--- src/rtl/trdb_bmap_packetizer.sv ---
`default_nettype none
// ============================================================================
// trdb_bmap_packetizer: snapshots the branch-map recorder into packets, queues
// them in a FIFO toward the sink and flushes the recorder after each snapshot.
// Optional build macro: TRDB_BMAP_DROP_CNT_EN (enables the drop counter).
// Revision: 1.0
// ============================================================================
module trdb_bmap_packetizer #(
  parameter int FIFO_DEPTH = 4
) (
  input  logic                          clk_i,
  input  logic                          rst_ni,
  input  logic [30:0]                   map_i,
  input  logic [4:0]                    branches_i,
  input  logic                          is_full_i,
  input  logic                          emit_i,
  output logic                          flush_o,
  output logic [37:0]                   packet_o,
  output logic                          packet_valid_o,
  input  logic                          packet_ready_i,
  output logic [$clog2(FIFO_DEPTH):0]   fifo_level_o,
  output logic                          overflow_o,
  output logic [7:0]                    drop_cnt_o
);

  localparam int IDX_W = $clog2(FIFO_DEPTH);
  localparam int PTR_W = IDX_W + 1;

  logic [37:0]      mem_q [FIFO_DEPTH];
  logic [PTR_W-1:0] wr_ptr_q, wr_ptr_d;
  logic [PTR_W-1:0] rd_ptr_q, rd_ptr_d;
  logic             flush_q, flush_d;
  logic             overflow_q, overflow_d;

  logic        cap;
  logic        empty;
  logic        full;
  logic        pop;
  logic        push;
  logic        drop;
  logic [37:0] pkt;

  always_comb begin
    cap   = is_full_i | (emit_i & (branches_i != 5'd0));
    empty = (wr_ptr_q == rd_ptr_q);
    full  = (wr_ptr_q[IDX_W] != rd_ptr_q[IDX_W]) &&
            (wr_ptr_q[IDX_W-1:0] == rd_ptr_q[IDX_W-1:0]);
    pop   = ~empty & packet_ready_i;
    // A full FIFO still accepts a snapshot when the head leaves this cycle.
    push  = cap & (~full | pop);
    drop  = cap & full & ~pop;
    pkt   = {map_i, branches_i, 2'b01};
  end

  always_comb begin
    wr_ptr_d   = push ? wr_ptr_q + 1'b1 : wr_ptr_q;
    rd_ptr_d   = pop  ? rd_ptr_q + 1'b1 : rd_ptr_q;
    flush_d    = cap;
    overflow_d = overflow_q | drop;
  end

  always_ff @(posedge clk_i or negedge rst_ni) begin
    if (!rst_ni) begin
      wr_ptr_q   <= '0;
      rd_ptr_q   <= '0;
      flush_q    <= 1'b0;
      overflow_q <= 1'b0;
    end else begin
      wr_ptr_q   <= wr_ptr_d;
      rd_ptr_q   <= rd_ptr_d;
      flush_q    <= flush_d;
      overflow_q <= overflow_d;
    end
  end

  // Packet storage is deliberately left unreset; the head is masked while empty.
  always_ff @(posedge clk_i) begin
    if (push) begin
      mem_q[wr_ptr_q[IDX_W-1:0]] <= pkt;
    end
  end

`ifdef TRDB_BMAP_DROP_CNT_EN
  logic [7:0] drop_cnt_q, drop_cnt_d;

  always_comb begin
    drop_cnt_d = drop_cnt_q;
    if (drop && (drop_cnt_q != 8'hFF)) begin
      drop_cnt_d = drop_cnt_q + 8'd1;
    end
  end

  always_ff @(posedge clk_i or negedge rst_ni) begin
    if (!rst_ni) begin
      drop_cnt_q <= 8'd0;
    end else begin
      drop_cnt_q <= drop_cnt_d;
    end
  end

  assign drop_cnt_o = drop_cnt_q;
`else
  assign drop_cnt_o = 8'd0;
`endif

  assign flush_o        = flush_q;
  assign overflow_o     = overflow_q;
  assign packet_valid_o = ~empty;
  assign packet_o       = empty ? 38'd0 : mem_q[rd_ptr_q[IDX_W-1:0]];
  assign fifo_level_o   = wr_ptr_q - rd_ptr_q;

endmodule
`default_nettype wire

--- config.mk ---
export PLATFORM = sky130hd
export DESIGN_NAME = trdb_bmap_packetizer
export DESIGN_NICKNAME = d
export VERILOG_FILES = /design/src/rtl/trdb_bmap_packetizer.sv
export SDC_FILE = /design/constraint.sdc
export NUM_CORES = 1
export LEC_CHECK = 0
export BUFFER_PORTS_ARGS = -buffer_cell sky130_fd_sc_hd__buf_4
export CAP_MARGIN = 10
export CORE_MARGIN = 3
export CORE_UTILIZATION = 56
export DETAILED_ROUTE_END_ITERATION = 8
export MAX_ROUTING_LAYER = met4
export PLACE_DENSITY = 0.79
export SETUP_SLACK_MARGIN = 0.02
export SYNTH_ARGS = -nofsm -noshare
export SYNTH_HDL_FRONTEND = slang
export SYNTH_SLANG_ARGS = --single-unit
export TNS_END_PERCENT = 5
--- constraint.sdc ---
create_clock -name clk_i -period 5.2 [get_ports clk_i]
set_input_delay 1.04 -clock clk_i [delete_from_list [all_inputs] [get_ports clk_i]]
set_output_delay 1.04 -clock clk_i [all_outputs]
set_load 0.02 [all_outputs]
==> results of run 1 <==
==> area by class of cell <==
| class | instances | area, um2 |
|---|---|---|
| sequential | 152 | 4527 |
| fill | 638 | 3044 |
| multi-input combinational | 112 | 1383 |
| timing repair buffer | 87 | 653.1 |
| clock buffer | 18 | 417.9 |
| tap | 136 | 170.2 |
| clock inverter | 13 | 156.4 |
| inverter | 5 | 18.77 |
==> synthesized netlist by cell type, drive strengths merged, types with 3 or more instances <==
master | n | area (um2)
mux4 | 36 | 810.8
buf | 16 | 111.4
edfxtp | 144 | 4324
dfrtp | 8 | 200.2
nor3 | 3 | 36.29
and2 | 39 | 244.0
ha | 7 | 87.58
clkbuf | 6 | 22.52
inv | 5 | 18.77
xnor2 | 5 | 43.79
==> flip-flops by register name, indices dropped and copies added, names as in the netlist <==
name and flops:
flush_o 1, wr_ptr_q 3, rd_ptr_q 3, mem_q 144
overflow_o 1
==> metrics by stage <==
step,setup slack [ns],cells
2_1_floorplan,1.209,291
3_3_place_gp,2.169,492
3_5_place_dp,2.011,492
4_1_cts,1.462,523
5_1_grt,1.396,523
6_report,1.530,523
==> routing by layer <==
layer / track usage / wire [um]
met5: - / 0
met4: 0.06679 / 87
met3: 0.04110 / 708
met2: 0.3099 / 5303
met1: 0.2427 / 4219
==> cell families after synthesis <==
logic type	Yosys count	synth area share
buf+inv	27	0.02537
compound gates	1	0.001248
xor+xnor	6	0.008734
flops	152	0.7519
simple gates	50	0.05511
other cells	1	0.0006232
mux	38	0.1391
fa+ha+maj	8	0.01788
==> final timing paths <==
check / end / slack [ns] / cells past startpoint
max in group asynchronous: rd_ptr_q[1] / 4.71 / 1
min in group clk_i: overflow_o / 0.46 / 1
setup reg to reg: mem_q[0][30] / 2.63 / 6
hold reg to reg: overflow_o / 0.46 / 1
setup / recovery: packet_o[37] / 1.53 / 6
hold / removal: wr_ptr_q[1] / 0.34 / 1
==> power by group through the flow <==
stage                     registers [uW]  clock network, uW  logic (uW)
after CTS                           1860               1200        2270
after global placement              1850                  0        2240
final                               1860               1180        2220
after floorplan                     1850                  0        1470
after global routing                1890               1250        2400
after detailed placement            1880                  0        2260
==> metrics, run 1 <==
Final Hold Fails 0; placement row count 37; Power, Total 5249 uW; Clock power frac 0.224; DRC Markers 0; crit-path leading delay family buffers and inverters; gr ovfl total 0; worst-path cell chain inv_1 -> ha_1 -> nand3_1 -> buf_4 -> and2_1 -> buf_4; Rel. slew slack 0.3456; count of final setup violators 0; final net count around 420; post_cts resized 0; die area between 0.01 and 0.015 mm2; initial antenna violation count 0; Fin Hold WS around 0.34 ns; synthesized area per cell approximately 21 um2; Synth cell types 24; Post-CTS Setup Bufs 0; gr usage total 0.1910; Worst IR Drop VDD 0.6012 mV; Post-DP Area 0.006751 mm2; Synth Register Bits 152; Die X about 110 um; DRT Pass-1 Iters 4; crit-path max FO 24; most frequent CP cell buf_4; Post-synth EDFFs ~140; Clock Tree Buf Depth 2; register area share after synthesis 0.7519; Worst setup SP type register; ANT nets after route 0; largest net degree at the start of global routing 40; critical path class reg -> out; crit path DAT 2.63 ns; number of diodes 0; Crit-path slowest cell nand3_1; gpl congestion 0.7525; Switch Pwr between 1500 and 2000 uW; clk_skew 0.006864 ns; max-slew violation count 0; Design Area, Final 0.007326 mm2; DR iter-0 viols about 160; pwr dens 716.6 mW/mm2; asr flop ratio synth 0.05263; die height 109.7 um; status completed; Routed WL 10320 um; Setup crit start wr_ptr_q[0]; Clock Tree Root clkbuf_8; Reg clk slew, reported paths 0.06 ns; crit share post-route 0.7059; TritonCTS clock tree built; r2r startpoint wr_ptr_q[0]; CP Buf/Inv Count 3; maxcap violations 0; Leak Pwr 0.002618 uW; main flop type after synthesis edfxtp_1; Pint 3489 uW; I/O pin count 93; TritonCTS Sinks 152; share of layout cells above drive strength 1 0.4238; Starting Density 0.5802; sequential power share 0.354; WL per Instance 19.73 um; Required @ worst endpoint 4.16 ns; Switching Share 0.3354; DR vias 2842; Worst-Skew Late Latency between 0.5 and 0.6 ns; Area Overhead vs Synth 21.75%; setup TNS 0 ns; Core Util, Final 0.7064; DR vias/cell 5.434; unrepaired setup endpoints after global routing no; Synth Instances 283; Critical Path End Type output pin; most frequent cells in the layout 144 x edfxtp_1, 87 x buf_4, 36 x mux4_2, 36 x and2_1, 16 x clkbuf_16; commonest non-fill, non-tap cell in the layout edfxtp_1; Post-Synthesis Cell Area 0.006017 mm2; Worst path max stage delay roughly 0.50 ns; Tmin final 3.670 ns; IO buf count 83; core box area 0.01037 mm2; H-Tree Depth 4; first-pass GRT wire length 15770 um; Hold-fix buffers, CTS 0; Max Clk Rate 272.4 MHz; logic gate share of total power 0.422; Min-Delay Path Class in -> async; worst slew pin tran 0.9815 ns; YS warnings 0; Num CTS Buffers 17; number of global-route vias before repair 2897; HPWL after detailed placement between 5000 and 6000 um
(Power assumes the default switching activity.)
==> inputs of run 2 (changes only) <==
- clock period: 5.2 -> 3.6 ns (I/O delays scaled with it)
==> metrics, run 2 (synthesis gave the netlist of run 1 again) <==
gpl congestion 0.7384 (was 0.7525); Worst setup SP type register (unchanged); die area 0.01202 mm2 (unchanged); TritonCTS clock tree built (unchanged); IO buf count 83 (unchanged); DR vias 2840 (was 2842); crit-path max FO 40 (was 24); gr ovfl total 0 (unchanged); Critical Path End Type output pin (unchanged); WL per Instance 19.44 um (was 19.73 um); pwr dens 1034 mW/mm2 (was 716.6 mW/mm2); unrepaired setup endpoints after global routing no (unchanged); gr usage total 0.1932 (was 0.1910); Clock Tree Buf Depth 2 (unchanged); largest net degree at the start of global routing 41 (was 40); HPWL after detailed placement 6072 um (was 5920 um); number of global-route vias before repair 3059 (was 2897); Worst path max stage delay 0.61 ns (was 0.50 ns); Crit-path slowest cell nand3_2 (was nand3_1); Required @ worst endpoint 2.88 ns (was 4.16 ns); final non-filler cell total 521 (was 523); Worst-Skew Late Latency 0.51 ns (about the same); count of final setup violators 0 (unchanged); DR vias/cell 5.451 (was 5.434); worst slew pin tran 0.9923 ns (was 0.9815 ns); max-slew violation count 0 (unchanged); Min-Delay Path Class in -> reg (was in -> async); initial antenna violation count 0 (unchanged); Max Clk Rate 306.0 MHz; I/O pin count 93 (unchanged); maxcap violations 0 (unchanged); Area Overhead vs Synth 21.52% (was 21.75%); TritonCTS Sinks 152 (unchanged); Leak Pwr 0.002613 uW (was 0.002618 uW); most frequent cells in the layout 144 x edfxtp_1, 86 x buf_4, 36 x mux4_2, 36 x and2_1, 16 x clkbuf_16 (was 144 x edfxtp_1, 87 x buf_4, 36 x mux4_2, 36 x and2_1, 16 x clkbuf_16); Core Util, Final 0.7051 (was 0.7064); Rel. slew slack 0.3385 (was 0.3456); setup TNS 0 ns (unchanged); ANT nets after route 0 (unchanged); Routed WL 10130 um (was 10320 um); Reg clk slew, reported paths 0.06 ns (about the same); DRT Pass-1 Iters 4 (unchanged); Die X 109.7 um (unchanged); Hold-fix buffers, CTS 1 (was 0); crit share post-route 0.9077; die height 109.7 um (unchanged); share of layout cells above drive strength 1 0.4156 (was 0.4238); max reg flops 144 (unchanged); status completed (unchanged); first-pass GRT wire length 16070 um (was 15770 um); worst-path cell chain inv_1 -> ha_1 -> nand3_2 -> and2_1 -> buf_4 (was inv_1 -> ha_1 -> nand3_1 -> buf_4 -> and2_1 -> buf_4); Post-CTS Setup Bufs 0 (unchanged); Final Hold Fails 0 (unchanged); placed cells 491 (was 492); DRC Markers 0 (unchanged); final net count 424 (unchanged); Fin Hold WS 0.4047 ns (was 0.3438 ns); Num CTS Buffers 17 (unchanged); Tmin final 3.268 ns; Worst IR Drop VDD 0.5502 mV (was 0.6012 mV); H-Tree Depth 4 (unchanged); clk_skew 0.006514 ns (was 0.006864 ns); number of diodes 0 (unchanged); post_cts resized 0 (unchanged); commonest non-fill, non-tap cell in the layout edfxtp_1 (unchanged); Starting Density 0.5802 (unchanged); placement row count 37 (unchanged); DR iter-0 viols 175 (was 158); crit path DAT 2.55 ns (was 2.63 ns); core box area 0.01037 mm2 (unchanged); critical path class reg -> out (unchanged); Clock Tree Root clkbuf_8 (unchanged)
## run 2: cell types whose count changed in the layout (fill, tap and decap cells not counted), sizes merged
cell	delta
buf	-1
clkbuf	+2
clkinv	-3
clkinvlp	-2
dlygate4sd3	+1
inv	+1
## run 2: final timing paths
path,from,end,slack [ns],cells past startpoint
max,wr_ptr_q[0],packet_o[36],0.33,5
min,map_i[24],mem_q[1][29],0.40,1
max reg2reg,wr_ptr_q[0],mem_q[0][14],0.98,6
min reg2reg,overflow_o,overflow_o,0.46,1
max in group asynchronous,rst_ni,rd_ptr_q[1],2.88,2
min in group asynchronous,rst_ni,rd_ptr_q[2],0.58,2
## run 2: cell type report
cell class | count | area [um2]
Clock buffer | 20 | 425.4
Clock inverter | 9 | 127.6
Inverter | 5 | 18.77
Tap cell | 136 | 170.2
Fill cell | 661 | 3058
Multi-Input combinational cell | 112 | 1388
Sequential cell | 152 | 4527
Timing Repair Buffer | 87 | 655.6
## run 2: worst max-delay path: cells and delay by family (launching register included)
family / cells / cell delay (ns)
adders and majority gates: 1 / 0.34
DFF: 1 / 0.37
and+or+nand+nor: 2 / 1.03
buffers and inverters: 2 / 0.28
## run 2: where the power goes
| group | internal (uW) | switching [uW] |
|---|---|---|
| Clock | 1040 | 621 |
| Sequential | 2550 | 121 |
| Combinational | 1440 | 1790 |
## run 2: layer usage
layer  GRT usage  share of wire  routed length [um]
met3     0.04815          0.044                 450
met5           -              0                   0
met2      0.3112           0.53                5348
met4     0.05877         0.0094                  95
met1      0.2471           0.42                4234
## run 2: stage by stage
step,area [um2],total power [uW],setup WS [ns]
2_1_floorplan,6056,4796,0.4763
5_1_grt,7312,7988,0.1297
3_3_place_gp,6749,5928,0.8963
6_report,7312,7562,0.3323
4_1_cts,7312,7674,0.3078
3_5_place_dp,6749,6005,0.8712
==> inputs of run 3 (changes only) <==
==> constraint.sdc (replaced) <==
create_clock -name clk_i -period 3.6 [get_ports clk_i]
set_input_delay 0.9 -clock clk_i [delete_from_list [all_inputs] [get_ports clk_i]]
set_output_delay 0.9 -clock clk_i [all_outputs]
set_load 0.02 [all_outputs]
==> metrics, run 3 (synthesis gave the netlist of run 1 again) <==
setup TNS 0 ns (unchanged); Area Overhead vs Synth 21.44% (was 21.52%); pwr dens 1030 mW/mm2 (was 1034 mW/mm2); I/O pin count 93 (unchanged); Switch Pwr 2608 uW (was 2535 uW); Starting Density 0.5802 (unchanged); gpl congestion 0.7157 (was 0.7384); DR iter-0 viols 154 (was 175); count of final setup violators 0 (unchanged); Die X 109.7 um (unchanged); TritonCTS clock tree built (unchanged); core box area 0.01037 mm2 (unchanged); reg-to-reg critical path endpoint mem_q[3][25] (was mem_q[0][14]); most frequent cells in the layout 144 x edfxtp_1, 87 x buf_4, 36 x mux4_2, 36 x and2_1, 16 x clkbuf_16 (was 144 x edfxtp_1, 86 x buf_4, 36 x mux4_2, 36 x and2_1, 16 x clkbuf_16); post_cts resized 0 (unchanged); status completed (unchanged); HPWL after detailed placement 5941 um (was 6072 um); met1 Track Usage GR 0.2528 (was 0.2471); unrepaired setup endpoints after global routing no (unchanged); crit-path max FO 38 (was 40); final net count 424 (unchanged); R2R cell count 6 (unchanged); Worst IR Drop VDD 0.5745 mV (was 0.5502 mV); gr usage total 0.1911 (was 0.1932); Worst-Skew Late Latency 0.51 ns (about the same); Hold-fix buffers, CTS 0 (was 1); ANT nets after route 0 (unchanged); commonest non-fill, non-tap cell in the layout edfxtp_1 (unchanged); largest net degree at the start of global routing 40 (was 41); gr ovfl total 0 (unchanged); Min-Delay Path Class in -> async (was in -> reg); H-Tree Depth 4 (unchanged); Reg clk slew, reported paths 0.06 ns (about the same); share of layout cells above drive strength 1 0.4264 (was 0.4156); clk_skew 0.007678 ns (was 0.006514 ns); IO buf count 83 (unchanged); maxcap violations 0 (unchanged); max-slew violation count 0 (unchanged); Clock Tree Buf Depth 2 (unchanged); Critical Path End Type output pin (unchanged); Leak Pwr 0.002601 uW (was 0.002613 uW); M2 GR Usage 0.2977 (was 0.3112); Clock power frac 0.212 (was 0.220); initial antenna violation count 0 (unchanged); DR vias 2846 (was 2840); max reg flops 144 (unchanged); critical path class reg -> out (unchanged); reg-to-reg setup timing slack 0.93 ns (was 0.98 ns); worst slew pin tran 0.9938 ns (was 0.9923 ns); busiest grt layer met2 (unchanged); Pint 4919 uW (was 5026 uW); Final Hold Fails 0 (unchanged); number of diodes 0 (unchanged); DR vias/cell 5.442 (was 5.451); Rel. slew slack 0.3375 (was 0.3385); Required @ worst endpoint 2.70 ns (was 2.88 ns); crit path DAT 2.42 ns (was 2.55 ns); Switching Share 0.3465 (was 0.3353); sequential power share 0.355 (was 0.353); logic gate share of total power 0.433 (was 0.428); placement row count 37 (unchanged); first-pass GRT wire length 15840 um (was 16070 um); Routed WL 10200 um (was 10130 um); Worst setup SP type register (unchanged); Clock Tree Root clkbuf_8 (unchanged); Tmin final 3.324 ns (was 3.268 ns); die height 109.7 um (unchanged); Max Clk Rate 300.8 MHz (was 306.0 MHz); WL per Instance 19.50 um (was 19.44 um); Design Area, Final 0.007307 mm2 (was 0.007312 mm2); DRC Markers 0 (unchanged); DRT Pass-1 Iters 4 (unchanged); Post-DP Area 0.006756 mm2 (was 0.006749 mm2); TritonCTS Sinks 152 (unchanged); r2r startpoint wr_ptr_q[0] (unchanged); crit share post-route 0.9233 (was 0.9077); Post-CTS Setup Bufs 0 (unchanged); Num CTS Buffers 17 (unchanged); die area 0.01202 mm2 (unchanged); met3 Use GR 0.04404 (was 0.04815); number of global-route vias before repair 2952 (was 3059)
## run 3: how the worst max path moves through the flow
| stage | from | endpoint | slack (ns) | cells past startpoint |
|---|---|---|---|---|
| 6_report | rd_ptr_q[0] | packet_o[7] | 0.28 | 4 |
| 3_3_place_gp | branches_i[4] | mem_q[3][10] | 0.74 | 5 |
| 2_1_floorplan | rd_ptr_q[1] | mem_q[3][0] | 0.48 | 7 |
| 5_1_grt | rd_ptr_q[0] | packet_o[29] | 0.10 | 4 |
| 3_5_place_dp | branches_i[3] | mem_q[1][21] | 0.68 | 5 |
| 4_1_cts | wr_ptr_q[0] | packet_o[22] | 0.16 | 6 |
## run 3: area by class of cell
type / count / area (um2)
tap: 136 / 170.2
timing repair buffer: 87 / 653.1
inverter: 5 / 18.77
clock buffer: 17 / 414.1
sequential: 152 / 4527
fill: 657 / 3063
multi-input combinational: 112 / 1395
clock inverter: 14 / 128.9
## run 3: worst max-delay path, stage by stage (launching register included)
cell and delay (ns):
dfrtp_2 0.35, buf_4 0.61, mux4_2 0.59, and2_1 0.19, buf_4 0.16
## run 3: through the flow
stage / util / cells / hold WS, ns / setup slack [ns] / total power, uW
CTS: 0.7039 / 523 / 0.1836 / 0.1616 / 7608
global route: 0.7046 / 523 / 0.1717 / 0.1041 / 7943
finish: 0.7046 / 523 / 0.1994 / 0.2760 / 7527
floorplan: - / 291 / 0.4617 / 0.4763 / 4796
detailed placement: 0.6515 / 492 / 0.4494 / 0.6754 / 6010
global placement: 0.6515 / 492 / 0.4450 / 0.7380 / 5942
## run 3: power by group through the flow
stage          Combinational [uW]  Sequential [uW]  Clock (uW)
6_report                     3260             2670        1600
5_1_grt                      3530             2720        1700
4_1_cts                      3320             2680        1620
3_5_place_dp                 3300             2710           0
3_3_place_gp                 3270             2670           0
2_1_floorplan                2120             2670           0
## run 3: per-layer routing
metal	share of wire	wire [um]
met1	0.43	4369
met2	0.51	5224
met3	0.051	517
met4	0.0083	85
met5	0	0
